==> config.mk <==
export PLATFORM = sky130hd
export DESIGN_NAME = mem_access_ctrl
export DESIGN_NICKNAME = d
export VERILOG_FILES = /design/src/rtl/mem_access_ctrl.sv
export SDC_FILE = /design/constraint.sdc
export NUM_CORES = 1
export LEC_CHECK = 0
export BUFFER_PORTS_ARGS = -buffer_cell sky130_fd_sc_hd__buf_2
export CAP_MARGIN = 20
export CORE_UTILIZATION = 45
export DETAILED_ROUTE_END_ITERATION = 12
export PLACE_DENSITY = 0.83
export RECOVER_POWER = 100
export SKIP_CTS_REPAIR_TIMING = 1
export SLEW_MARGIN = 20
export SYNTH_ARGS = -nofsm -noshare
export SYNTH_HDL_FRONTEND = slang
export SYNTH_SLANG_ARGS = --single-unit
==> constraint.sdc <==
create_clock -name clk -period 9.7 [get_ports clk]
set_input_delay 0.97 -clock clk [delete_from_list [all_inputs] [get_ports clk]]
set_output_delay 0.97 -clock clk [all_outputs]
set_load 0.01 [all_outputs]
==> src/rtl/mem_access_ctrl.sv <==
// mem_access_ctrl: runs one CPU load or store on an Avalon-style data memory bus.
// It builds the aligned address, lane enables and replicated write data, holds the request
// through waitrequest, and returns extended load data with misaligned/timeout qualifiers.
module mem_access_ctrl #(
   parameter int unsigned WAIT_LIMIT = 255
) (
   input  logic        clk,
   input  logic        reset,
   input  logic        start,
   input  logic [5:0]  opcode,
   input  logic [31:0] addr,
   input  logic [31:0] store_data,
   output logic        busy,
   output logic        done,
   output logic [31:0] load_data,
   output logic        misaligned,
   output logic        timeout,
   output logic [31:0] address,
   output logic        read,
   output logic        write,
   output logic [31:0] writedata,
   output logic [3:0]  byteenable,
   input  logic        waitrequest,
   input  logic [31:0] readdata
);

   localparam int unsigned CntW = (WAIT_LIMIT > 0) ? $clog2(WAIT_LIMIT + 1) : 1;

   localparam logic [5:0] OpLb  = 6'b100000;
   localparam logic [5:0] OpLh  = 6'b100001;
   localparam logic [5:0] OpLw  = 6'b100011;
   localparam logic [5:0] OpLbu = 6'b100100;
   localparam logic [5:0] OpLhu = 6'b100101;
   localparam logic [5:0] OpSb  = 6'b101000;
   localparam logic [5:0] OpSh  = 6'b101001;
   localparam logic [5:0] OpSw  = 6'b101011;

   typedef enum logic [1:0] {StIdle, StAccess, StFinish} state_e;

   state_e            state_q, state_d;
   logic [5:0]        op_q, op_d;
   logic [1:0]        lane_q, lane_d;
   logic [31:0]       address_q, address_d;
   logic [31:0]       writedata_q, writedata_d;
   logic [3:0]        byteenable_q, byteenable_d;
   logic              read_q, read_d;
   logic              write_q, write_d;
   logic [31:0]       load_data_q, load_data_d;
   logic              misaligned_q, misaligned_d;
   logic              timeout_q, timeout_d;
   logic [CntW-1:0]   wait_cnt_q, wait_cnt_d;

   logic              sup;
   logic              is_load;
   logic              aligned;
   logic [3:0]        be_new;
   logic [31:0]       wd_new;

   // Select the lane from the latched byte offset and extend per the load flavour.
   function automatic logic [31:0] extract(input logic [5:0] op, input logic [1:0] lane,
                                           input logic [31:0] data);
      logic [7:0]  b;
      logic [15:0] h;
      b = data[{lane, 3'b000} +: 8];
      h = lane[1] ? data[31:16] : data[15:0];
      case (op)
         OpLb:    extract = {{24{b[7]}}, b};
         OpLbu:   extract = {24'b0, b};
         OpLh:    extract = {{16{h[15]}}, h};
         OpLhu:   extract = {16'b0, h};
         default: extract = data;
      endcase
   endfunction

   // Decode the incoming opcode: size, alignment, lane enables and replicated write data.
   always_comb begin
      sup     = 1'b1;
      aligned = 1'b1;
      be_new  = 4'b0000;
      wd_new  = store_data;
      case (opcode)
         OpLb, OpLbu, OpSb: begin
            be_new = 4'b0001 << addr[1:0];
            wd_new = {4{store_data[7:0]}};
         end
         OpLh, OpLhu, OpSh: begin
            aligned = ~addr[0];
            be_new  = addr[1] ? 4'b1100 : 4'b0011;
            wd_new  = {2{store_data[15:0]}};
         end
         OpLw, OpSw: begin
            aligned = (addr[1:0] == 2'b00);
            be_new  = 4'b1111;
         end
         default: begin
            sup     = 1'b0;
            aligned = 1'b0;
         end
      endcase
      // Loads are 100xxx, stores 101xxx.
      is_load = sup & ~opcode[3];
   end

   // Next-state and datapath update for the IDLE -> ACCESS -> FINISH sequence.
   always_comb begin
      state_d      = state_q;
      op_d         = op_q;
      lane_d       = lane_q;
      address_d    = address_q;
      writedata_d  = writedata_q;
      byteenable_d = byteenable_q;
      read_d       = read_q;
      write_d      = write_q;
      load_data_d  = load_data_q;
      misaligned_d = misaligned_q;
      timeout_d    = timeout_q;
      wait_cnt_d   = wait_cnt_q;
      case (state_q)
         StIdle: begin
            if (start && sup) begin
               if (aligned) begin
                  state_d      = StAccess;
                  op_d         = opcode;
                  lane_d       = addr[1:0];
                  address_d    = {addr[31:2], 2'b00};
                  byteenable_d = be_new;
                  writedata_d  = wd_new;
                  read_d       = is_load;
                  write_d      = ~is_load;
                  wait_cnt_d   = '0;
               end else begin
                  state_d      = StFinish;
                  misaligned_d = 1'b1;
               end
            end
         end
         StAccess: begin
            // Completion wins over timeout when both could fire in the same cycle.
            if (!waitrequest) begin
               read_d  = 1'b0;
               write_d = 1'b0;
               state_d = StFinish;
               if (read_q) begin
                  load_data_d = extract(op_q, lane_q, readdata);
               end
            end else if ((WAIT_LIMIT != 0) && (wait_cnt_q == CntW'(WAIT_LIMIT))) begin
               read_d    = 1'b0;
               write_d   = 1'b0;
               timeout_d = 1'b1;
               state_d   = StFinish;
            end else begin
               wait_cnt_d = wait_cnt_q + CntW'(1);
            end
         end
         StFinish: begin
            state_d      = StIdle;
            misaligned_d = 1'b0;
            timeout_d    = 1'b0;
            wait_cnt_d   = '0;
         end
         default: state_d = StIdle;
      endcase
   end

   // State and output registers; reset drops the bus strobes immediately.
   always_ff @(posedge clk or posedge reset) begin
      if (reset) begin
         state_q      <= StIdle;
         op_q         <= '0;
         lane_q       <= '0;
         address_q    <= '0;
         writedata_q  <= '0;
         byteenable_q <= '0;
         read_q       <= 1'b0;
         write_q      <= 1'b0;
         load_data_q  <= '0;
         misaligned_q <= 1'b0;
         timeout_q    <= 1'b0;
         wait_cnt_q   <= '0;
      end else begin
         state_q      <= state_d;
         op_q         <= op_d;
         lane_q       <= lane_d;
         address_q    <= address_d;
         writedata_q  <= writedata_d;
         byteenable_q <= byteenable_d;
         read_q       <= read_d;
         write_q      <= write_d;
         load_data_q  <= load_data_d;
         misaligned_q <= misaligned_d;
         timeout_q    <= timeout_d;
         wait_cnt_q   <= wait_cnt_d;
      end
   end

   assign busy       = (state_q != StIdle);
   assign done       = (state_q == StFinish);
   assign load_data  = load_data_q;
   assign misaligned = misaligned_q;
   assign timeout    = timeout_q;
   assign address    = address_q;
   assign read       = read_q;
   assign write      = write_q;
   assign writedata  = writedata_q;
   assign byteenable = byteenable_q;

endmodule

# Yosys cells after proc, flatten, opt, wreduce, memory -nomap -nowiden
# Cells that the tools add are included.
[totals] input_bits=106 reg_bits=120 wordCells=92
[classes] reduce_logical=19 eq_ne=22 bitwise=5 n_addsub=1 shifts=2 muxes=31
[ops] operator="case mux 32 bit (4 select lines)" count=1
[ops] operator="== test 6 bit, second input constant" count=12
[ops] operator="case mux 32 bit (2 select lines)" count=1
[ops] operator="2-to-1 mux 8 bit" count=4
[ops] operator="indexed part select 32 x 6 -> 8 bit" count=1
[ops] operator="case mux 8 bit (3 select lines)" count=1
[ops] operator="2-to-1 mux 16 bit" count=1
[ops] operator="inequality test 2 bit, second input constant" count=6
[ops] operator="case mux 4 bit (3 select lines)" count=1
[ops] operator="AND reduction 3 bit" count=4
[ops] operator="2-to-1 mux 1 bit" count=11
[ops] operator="adder 8 x 1 -> 8 bit, second input constant" count=1
[ops] operator="== test 8 bit, second input constant" count=1
[ops] operator="2-to-1 mux 2 bit" count=4
[ops] operator="case mux 1 bit (2 select lines)" count=4
[ops] operator="nonzero test 2 bit" count=4
[ops] operator="OR reduction 8 bit" count=1
[ops] operator="OR reduction 3 bit" count=2
[ops] operator="AND reduction 5 bit" count=1
[ops] operator="zero test 2 bit" count=2
[ops] operator="2-to-1 mux 4 bit" count=1
[ops] operator="NOT 1 bit" count=4
[ops] operator="case mux 2 bit (2 select lines)" count=1
[ops] operator="AND reduction 4 bit" count=1
[ops] operator="10 further kinds" count=10

# Logic depth before layout (Yosys ltp)
# Gate-level depths: netlist (run 1).
[logic_depth] ltp_word=8 mapped_depth=8 mapped_depth_nobuf=7

# Worst setup path before layout (run 1)
# Ideal clock, no wire load.
[synth_timing] path_kind="input to register" start="input port opcode[2]" end="register address_q[31], in the netlist address[31]" setup_ns=0.128 t_arrival_ns=2.571 n_path_buf=2 t_required_ns=9.572 path_stages=6 slack_ns=7.002 cell_sequence="and2_1 > or3_1 > a2111o_1 > buf_2 > buf_2 > mux2_1"
[synth_via] elab_chain_cells=5 elab_cells_between_ends=16
[synth_lines] item="start, declared" line="10" text="input logic [5:0] opcode,"
[synth_lines] item="== test 6 bit" line="81" text="case (opcode)"
[synth_lines] item="OR reduction 8 bit (no line)"
[synth_lines] item="2-to-1 mux 1 bit" line="81"
[synth_lines] item="logical AND 1 bit" line="120" text="if (start && sup) begin"
[synth_lines] item="AND reduction 3 bit (no line) *"
[synth_lines] item="end signal, assigned" line="184" text="address_q <= address_d;"
[synth_lines] item="end, declared" line="43" text="logic [31:0] address_q, address_d;"
# Every way passes the cells marked *; elsewhere a longest branch is shown, timed or not.
# A chain may end at the register's enable or synchronous reset.

# Worst setup path after layout (run 1)
[layout_timing] start="input port opcode[0]" end="register writedata_q[31], in the netlist writedata[31]"
[layout_via] elab_chain_cells=5 elab_cells_between_ends=17
[layout_lines] item="== test 6 bit" line="81"
[layout_lines] item="OR reduction 8 bit (no line)"
[layout_lines] item="2-to-1 mux 1 bit" line="81"
[layout_lines] item="logical AND 1 bit" line="120"
[layout_lines] item="AND reduction 3 bit (no line)"
[layout_lines] item="end signal, assigned" line="185" text="writedata_q <= writedata_d;"
[layout_lines] item="end, declared" line="44" text="logic [31:0] writedata_q, writedata_d;"
# Parallel ways exist; a longest one is shown, timed or not.

==> qor.yml, run 1 <==
status:
  status: "complete, but fails checks"
  failed_checks: "capacitance limit, slew limit"
route:
  vias: 5027
  met3WireLength_microns: 1110
  drtAntennaViolNets: 0
  top_layer_used: "met4"
  wirelength_met1_microns: 6110
  met2WireLength_microns: 7660
  dr.pass1.iters: 4
  avgViaCountPerCell: 5.30
  avgRoutedWirePerCell_microns: 16.0
  drc: 0
  routed_wl_microns: 15200
  first_iter_violations: 358
final_layout:
  ff_latch_area_sq_mm: 0.00300
  final_cell_mix: "dfrtp_1 (120), clkbuf_1 (107), buf_2 (104)"
  nNetsFinal: 879
  layout-drive-gt1-share_pct: 21.6
  area_growth_pct: 28.0
  final_common_cell: "dfrtp_1"
  multiInputGateArea_sq_mm: 0.00251
  nFillCells: 1141
  n_antenna_cell: 0
grt:
  grt_pass1_vias: 4943
  grt_pass1_wl_microns: 24400
  grt_max_degree: 84
  grt_antenna_before_repair: 0
  overflow: 0
  grt.total_usage_pct: 24.2
pwr:
  leakagePower_uw: 0.00356
  powerDensity_mw_per_mm2: 262
  peakVddDrop_mv: 0.169
floorplanning:
  start_util_pct: 47.0
  dieArea_sq_mm: 0.0132
  rows: 40
  die_h_microns: 115
  io_pins: 212
  die_x_microns: 115
  core-area_sq_mm: 0.0122
placement:
  io_buffers: 209
  hpwl_microns: 11000
  gp_congestion: 0.848
critical_path:
  r2r_cells: 6
  cp_num_cells: 6
  crit_buf_inv: 2
  max_stage_delay_ns: 2.39
  critical_path_class: "input pin to flop"
  path_max_fanout: 83
  worstPathCellList: "clkbuf_1 > nor4b_1 > a21boi_0 > a2111o_1 > clkbuf_1 > o21ai_0"
  cpMaxStageDelayCell: "clkbuf_1"
  crit_top_cell: "clkbuf_1"
  r2r_setup_slack_ns: 4.97
  reg2reg_from: "state_q[1]"
  cp-end-kind: "flop"
  rr_endpoint: "writedata[31]"
  path_delay_family: "buffers and inverters"
  crit_end: "writedata[31]"
  crit_arrival_ns: 5.82
  critPathLaunchType: "input pin"
  cp-startpoint: "opcode[0]"
  required_ns: 9.83
synth:
  synth_seq_cells: 120
  synth_area_sq_mm: 0.00573
  synthDistinctLibCells: 47
  yosysWarnings: 0
  netlist_instances: 571
  synth.avg_cell_area_sq_um: 10.0
  synth-seq-area-share_pct: 52.4
clock_tree:
  cts_made_buffers: 17
  clk_transition_reported_paths_ns: 0.05
  htreeDepth: 4
  cts_root_buf: "clkbuf_16"
  cts_buffer_depth: 2
  cts_tree: "done"
  clkLatencyLatePin_ns: 0.42
  cts.sinks: 120
sta:
  setup_tns_ns: 0
  slew_headroom_pct: -121
  final.period_utilization_pct: 58.7
  worst_pin_slew_ns: 3.32
  finClkSkew_ns: 0.00379
  hold_slack_ns: 0.474
  rsz0062_at_grt: "no"
  drv_slew: 134
  setup_viol: 0
  fin_crit_ns: 5.69
  finalHoldViolations: 0
  fmax_mhz: 176
flow_run:
  maxCapViolations: 2
worst_hold_path:
  min_path_type: "flop to flop"
sequential cells by signal, summed over array words and instances, names as in the netlist:
signal      count
load_data      32
writedata      32
address        30
wait_cnt_q      8
op_q            6
byteenable      4
lane_q          2
state_q         2
misaligned      1
read            1
timeout         1
write           1
cell usage after synthesis, drive strengths merged:
cell,n,area [sq um]
nand3,12,60.1
and3b,2,17.5
a211o,2,17.5
or4b,2,20.0
o31a,2,17.5
mux2i,27,270
a2111o,1,11.3
o22a,6,52.6
mux4,1,22.5
o211ai,2,15.0
a21oi,41,205
o31ai,7,52.6
o21ai,54,270
nand4,8,50.1
nor3b,1,7.51
conb,1,3.75
a2bb2oi,3,26.3
nand2,79,297
clkbuf,26,97.6
or3,4,25.0
a22oi,7,52.6
a31oi,2,12.5
o21a,5,37.5
o22ai,2,12.5
inv,21,78.8
and2,3,18.8
o221ai,6,52.6
nor4b,2,23.8
a31o,1,8.76
mux2,43,484
a221oi,1,8.76
ha,5,62.6
nor2b,2,12.5
a21boi,1,7.51
a32o,1,10.0
buf,10,51.3
a211oi,4,30.0
nand3b,3,22.5
nor3,3,15.0
dfrtp,120,3000
nor2,44,165
nand2b,4,25.0
layout make-up:
| class | count | share of cell area [%] |
|---|---|---|
| multi-input cells | 395 | 34.2 |
| inverters | 21 | 1.09 |
| well taps | 168 | 2.86 |
| clock buffers | 17 | 5.79 |
| repair buffers | 213 | 12.8 |
| clock inverters | 15 | 2.42 |
| flip-flops and latches | 120 | 40.9 |
per-layer routing:
metal,global-route usage (%),vias to the layer above
met3,7.49,28
met4,11.1,0
met1,29.4,2390
met5,0,-
li1,-,2409
met2,39.6,200
metrics by stage:
| step | instance area, sq um | std cells | power [uW] | setup slack [ns] | utilization [%] |
|---|---|---|---|---|---|
| 6_report | 7340 | 949 | 1930 | 4.01 | 60.1 |
| 5_1_grt | 7340 | 949 | 2030 | 3.30 | 60.1 |
| 4_1_cts | 7490 | 949 | 1970 | 6.13 | 61.4 |
| 3_5_place_dp | 6890 | 917 | 1320 | 5.68 | 56.4 |
| 3_3_place_gp | 6890 | 917 | 1300 | 5.75 | 56.4 |
| 2_1_floorplan | 5740 | 572 | 1080 | 5.54 | - |
worst min-delay path by stage:
| stage | start | endpoint | slack (ns) | cells after the start |
|---|---|---|---|---|
| final | load_data[6] | load_data[6] | 0.47 | 2 |
| after global routing | writedata[20] | writedata[20] | 0.49 | 2 |
| after CTS | writedata[28] | writedata[28] | 0.48 | 2 |
| after detailed placement | writedata[20] | writedata[20] | 0.46 | 2 |
| after global placement | writedata[29] | writedata[29] | 0.46 | 2 |
| after floorplan | op_q[5] | op_q[5] | 0.44 | 1 |
power by group:
| group | internal [uW] | switching (uW) | total, uW |
|---|---|---|---|
| Clock | 404 | 241 | 646 |
| Combinational | 218 | 323 | 542 |
| Sequential | 637 | 101 | 738 |
| Total | 1260 | 665 | 1930 |
cell families after synthesis:
| family | after synthesis | share of synthesized area [%] |
|---|---|---|
| mux | 71 | 13.5 |
| buf+inv | 57 | 3.97 |
| flops | 120 | 52.4 |
| compound gates | 148 | 15.7 |
| other cells | 1 | 0.0654 |
| fa+ha+maj | 5 | 1.09 |
| simple gates | 169 | 13.2 |
worst min-delay path: cells and delay by family, from the launching register on:
family          cells  cell delay [ns]
compound gates      1             0.06
flops               1             0.34
simple gates        1             0.04
Note: power is estimated with default switching activity, not from simulation.
==> run 2, diff against run 1 <==
clock period = 5.6 ns   (was 9.7 ns; I/O delays follow)
==> run 2 against run 1 <==
Net effect:
- the run still ends with capacitance limit, slew limit left
- global-route usage up 0.28 points
- core utilization up 0.34 points
- setup slack worse by 2.4 ns
- total power up 76%
- critical endpoint is now writedata[6]
- sequential share of layout area down 0.23 points
==> qor.yml, run 2 (synthesis gave the netlist of run 1 again) <==
status:
  status: "complete, but fails checks"  # unchanged
  failed_checks: "capacitance limit, slew limit"  # unchanged
pwr:
  peakVddDrop_mv: 0.331  # was 0.169 mV
  powerDensity_mw_per_mm2: 460  # was 262 mW/mm^2
  leakagePower_uw: 0.00358  # was 0.00356 uW
sta:
  fmax_mhz: 251
  rsz0062_at_grt: "no"  # unchanged
  drv_slew: 121  # was 134
  setup_viol: 0  # unchanged
  setup_tns_ns: 0  # unchanged
  slew_headroom_pct: -90.9  # was -121%
  hold_slack_ns: 0.361  # was 0.474 ns
  final.period_utilization_pct: 71.2
  worst_pin_slew_ns: 2.85  # was 3.32 ns
  finClkSkew_ns: 0.00682  # was 0.00379 ns
  finalHoldViolations: 0  # unchanged
  fin_crit_ns: 3.99
clock_tree:
  cts_root_buf: "clkbuf_16"  # unchanged
  htreeDepth: 4  # unchanged
  clk_transition_reported_paths_ns: 0.06  # was 0.05 ns
  cts.sinks: 120  # unchanged
  cts_made_buffers: 17  # unchanged
  cts_tree: "done"  # unchanged
  cts_buffer_depth: 2  # unchanged
  clkLatencyLatePin_ns: 0.41  # was 0.42 ns
grt:
  use_met1_pct: 29.5  # was 29.4%
  use_met2_pct: 41.6  # was 39.6%
  grt_pass1_wl_microns: 24800  # was 24400 microns
  grt_pass1_vias: 5015  # was 4943
  grt_busiest_layer: "met2"  # unchanged
  grt.total_usage_pct: 24.5  # was 24.2%
  overflow: 0  # unchanged
  use_met3_pct: 6.69  # was 7.49%
  grt_max_degree: 66  # was 84
  grt_antenna_before_repair: 0  # unchanged
critical_path:
  path_delay_family: "compound AO/OA/AOI/OAI gates"  # was buffers and inverters
  crit_arrival_ns: 4.28  # was 5.82 ns
  path_max_fanout: 54  # was 83
  crit_buf_inv: 2  # unchanged
  critPathLaunchType: "input pin"  # unchanged
  critical_path_class: "input pin to flop"  # unchanged
  worstPathCellList: "buf_2 > and2_0 > or3_1 > a2111o_1 > buf_4 > mux2_1"  # was clkbuf_1 > nor4b_1 > a21boi_0 > a2111o_1 > clkbuf_1 > o21ai_0
  max_stage_delay_ns: 1.51  # was 2.39 ns
  cp-end-kind: "flop"  # unchanged
  cpMaxStageDelayCell: "a2111o_1"  # was clkbuf_1
  required_ns: 5.89  # was 9.83 ns
floorplanning:
  start_util_pct: 47.0  # unchanged
  rows: 40  # unchanged
  die_x_microns: 115  # unchanged
  io_pins: 212  # unchanged
  core-area_sq_mm: 0.0122  # unchanged
  die_h_microns: 115  # unchanged
  dieArea_sq_mm: 0.0132  # unchanged
flow_run:
  maxCapViolations: 2  # unchanged
worst_hold_path:
  min_path_type: "input pin to flop"  # was flop to flop
route:
  drc: 0  # unchanged
  vias: 5048  # was 5027
  first_iter_violations: 352  # was 358
  routed_wl_microns: 15400  # was 15200 microns
  dr.pass1.iters: 5  # was 4
  avgRoutedWirePerCell_microns: 16.2  # was 16.0 microns
  drtAntennaViolNets: 0  # unchanged
  avgViaCountPerCell: 5.32  # was 5.30
final_layout:
  multiInputGateArea_sq_mm: 0.00251  # about the same
  final_common_cell: "dfrtp_1"  # unchanged
  area_growth_pct: 28.8  # was 28.0%
  nNetsFinal: 879  # unchanged
  ff_latch_area_sq_mm: 0.00300  # unchanged
  n_antenna_cell: 0  # unchanged
  fin_area_sq_mm: 0.00738  # was 0.00734 sq mm
  layout-drive-gt1-share_pct: 22.0  # was 21.6%
  nFillCells: 1121  # was 1141
  final_cell_mix: "dfrtp_1 (120), buf_2 (105), clkbuf_1 (105)"  # was dfrtp_1 (120), clkbuf_1 (107), buf_2 (104)
placement:
  hpwl_microns: 10900  # was 11000 microns
  gp_congestion: 0.836  # was 0.848
  placed_cell_area_sq_mm: 0.00689  # unchanged
  io_buffers: 209  # unchanged
==> run 2: cell count changes in the layout (fill, tap and decap cells not counted), sizes merged <==
cell    change
clkinv      -1
buf         +1
inv         -1
bufinv      +1
==> run 2: final cells by class <==
class                   instances  area share [%]
clock buffers                  18            5.95
flip-flops and latches        120            40.7
well taps                     168            2.85
inverters                      21            1.08
clock inverters                14            2.68
multi-input cells             395            34.0
repair buffers                213            12.7
==> run 2: metal layers <==
layer / share of wire (%) / routed length, microns / up-vias
met1: 41 / 6240 / 2424
met2: 51 / 7880 / 196
met4: 1.7 / 264 / 0
li1: - / - / 2405
met3: 6.7 / 1030 / 23
met5: 0 / 0 / -
==> run 2: report_power, final <==
part	switching [uW]	internal, uW	leakage, uW
sequential	177	1100	0.00161
combinational	564	379	0.00166
clock	411	759	0.000306
total	1150	2240	0.00358
==> run 2: path summary, 6_finish.rpt <==
| path | start | endpoint | depth (start not counted) | slack [ns] |
|---|---|---|---|---|
| max in group asynchronous | reset | state_q[0] | 3 | 2.27 |
| worst min register to register | load_data[0] | load_data[0] | 2 | 0.47 |
| min in group asynchronous | reset | load_data[19] | 2 | 0.95 |
| worst max register to register | state_q[0] | writedata[6] | 6 | 2.19 |
| worst max-delay path | opcode[2] | writedata[6] | 6 | 1.61 |
| worst min-delay path | addr[6] | address[6] | 2 | 0.36 |
==> run 2: per-stage QoR <==
| stage | setup WS (ns) | total power [uW] | instances | utilization (%) |
|---|---|---|---|---|
| global route | 1.25 | 3580 | 949 | 60.5 |
| finish | 1.61 | 3390 | 949 | 60.5 |
| floorplan | 1.85 | 1870 | 572 | - |
| detailed placement | 1.81 | 2280 | 917 | 56.4 |
| CTS | 2.23 | 3460 | 949 | 61.6 |
| global placement | 1.86 | 2250 | 917 | 56.4 |
==> run 2: worst register-to-register path: cells and delay by family, from the launching register on <==
family	cells	cell delay, ns
buffers and inverters	3	0.88
AOI/OAI and AO/OA	1	1.34
muxes	1	0.40
adders and majority gates	1	0.30
DFF	1	0.37
==> run 3, diff against run 2 <==
clock period = 3.9 ns   (was 5.6 ns; I/O delays follow)
==> run 3 against run 2 <==
Net effect:
- the run still ends with capacitance limit, slew limit left
- sequential cell count unchanged
- clock power increased by 33%
- setup slack got worse by 0.74 ns
- clock-buffer cell count increased by 6
- combinational power increased by 48%
- global-route usage decreased by 0.29 points
- core utilization decreased by 0.19 points
- critical path type is now flop to flop
==> qor.yml, run 3 (synthesis gave the netlist of run 1 again) <==
critical_path:
  critPathLaunchType: "flop"  # was input pin
  crit_arrival_ns: 3.30  # was 4.28 ns
  required_ns: 4.17  # was 5.89 ns
  critical_path_class: "flop to flop"  # was input pin to flop
  cp-end-kind: "flop"  # unchanged
  path_max_fanout: 25  # was 54
sta:
  drv_slew: 70  # was 121
  fmax_mhz: 331
  setup_tns_ns: 0  # unchanged
  final.period_utilization_pct: 77.6
  slew_headroom_pct: -70.6  # was -90.9%
  fin_crit_ns: 3.02
  worst_pin_slew_ns: 2.56  # was 2.85 ns
  setup_viol: 0  # unchanged
  rsz0062_at_grt: "no"  # unchanged
  finalHoldViolations: 0  # unchanged
  finClkSkew_ns: 0.00635  # was 0.00682 ns
grt:
  grt_antenna_before_repair: 0  # unchanged
  grt.total_usage_pct: 24.2  # was 24.5%
  overflow: 0  # unchanged
  grt_pass1_wl_microns: 24400  # was 24800 microns
  grt_max_degree: 82  # was 66
  grt_pass1_vias: 5078  # was 5015
route:
  vias: 5091  # was 5048
  routed_wl_microns: 15200  # was 15400 microns
  avgViaCountPerCell: 5.34  # was 5.32
  drtAntennaViolNets: 0  # unchanged
  avgRoutedWirePerCell_microns: 15.9  # was 16.2 microns
  first_iter_violations: 314  # was 352
  dr.pass1.iters: 5  # unchanged
  drc: 0  # unchanged
floorplanning:
  die_x_microns: 115  # unchanged
  rows: 40  # unchanged
  core-area_sq_mm: 0.0122  # unchanged
  start_util_pct: 47.0  # unchanged
  die_h_microns: 115  # unchanged
  dieArea_sq_mm: 0.0132  # unchanged
  io_pins: 212  # unchanged
flow_run:
  maxCapViolations: 1  # was 2
clock_tree:
  cts_root_buf: "clkbuf_16"  # unchanged
  cts_buffer_depth: 2  # unchanged
  cts.sinks: 120  # unchanged
  clkLatencyLatePin_ns: 0.42  # was 0.41 ns
  cts_tree: "done"  # unchanged
  cts_made_buffers: 17  # unchanged
  htreeDepth: 4  # unchanged
  clk_transition_reported_paths_ns: 0.05  # was 0.06 ns
final_layout:
  n_antenna_cell: 0  # unchanged
  final_common_cell: "dfrtp_1"  # unchanged
  layout-drive-gt1-share_pct: 21.5  # was 22.0%
  final_core_util_pct: 60.3  # was 60.5%
  nNetsFinal: 884  # was 879
  area_growth_pct: 28.3  # was 28.8%
  final_cell_mix: "dfrtp_1 (120), clkbuf_1 (112), buf_2 (105)"  # was dfrtp_1 (120), buf_2 (105), clkbuf_1 (105)
placement:
  io_buffers: 209  # unchanged
  hpwl_microns: 11000  # was 10900 microns
  gp_congestion: 0.843  # was 0.836
pwr:
  leakagePower_uw: 0.00358  # about the same
  peakVddDrop_mv: 0.430  # was 0.331 mV
  powerDensity_mw_per_mm2: 646  # was 460 mW/mm^2
worst_hold_path:
  min_path_type: "input pin to flop"  # unchanged
status:
  status: "complete, but fails checks"  # unchanged
  failed_checks: "capacitance limit, slew limit"  # unchanged
## run 3: final timing paths
kind,startpoint,end,slack (ns),cells past startpoint
worst max-delay path,state_q[1],load_data[9],0.88,7
worst min-delay path,addr[10],address[10],0.18,2
worst max register to register,state_q[1],load_data[9],0.88,7
worst min register to register,load_data[4],load_data[4],0.48,2
max in group asynchronous,reset,address[11],1.25,3
min in group asynchronous,reset,address[3],0.87,2
## run 3: power breakdown
part / internal (uW) / switching, uW / total (uW)
sequential: 1590 / 215 / 1800
clock: 1020 / 542 / 1560
combinational: 555 / 837 / 1390
## run 3: worst max-delay path: stages (launching register included)
cell,delay [ns]
dfrtp_1,0.42
inv_1,0.09
ha_1,0.45
inv_1,0.18
nor3b_1,0.24
clkbuf_1,0.86
o31a_1,0.50
a21oi_1,0.13
## run 3: routing by layer
layer	up-vias	wire, microns	GRT usage [%]
li1	2431	-	-
met1	2423	6090	27.2
met2	206	7510	41.0
met3	31	1190	9.38
met4	0	352	10.4
met5	-	0	0
## run 3: stage by stage
| step | total power (uW) | hold WS [ns] | setup WS, ns | area (sq um) | cells |
|---|---|---|---|---|---|
| global route | 5030 | 0.174 | 0.600 | 7360 | 954 |
| floorplan | 2690 | 0.441 | 0.324 | 5740 | 572 |
| CTS | 4870 | 0.166 | 1.26 | 7510 | 954 |
| global placement | 3240 | 0.458 | 1.07 | 6930 | 922 |
| detailed placement | 3290 | 0.468 | 1.03 | 6930 | 922 |
| finish | 4750 | 0.185 | 0.875 | 7360 | 954 |
## run 3: layout make-up
class	count	area [sq um]
fillers	1125	4850
inverters	21	78.8
repair buffers	218	971
clock inverters	8	121
flip-flops and latches	120	3000
clock buffers	24	462
multi-input cells	395	2510
well taps	168	210
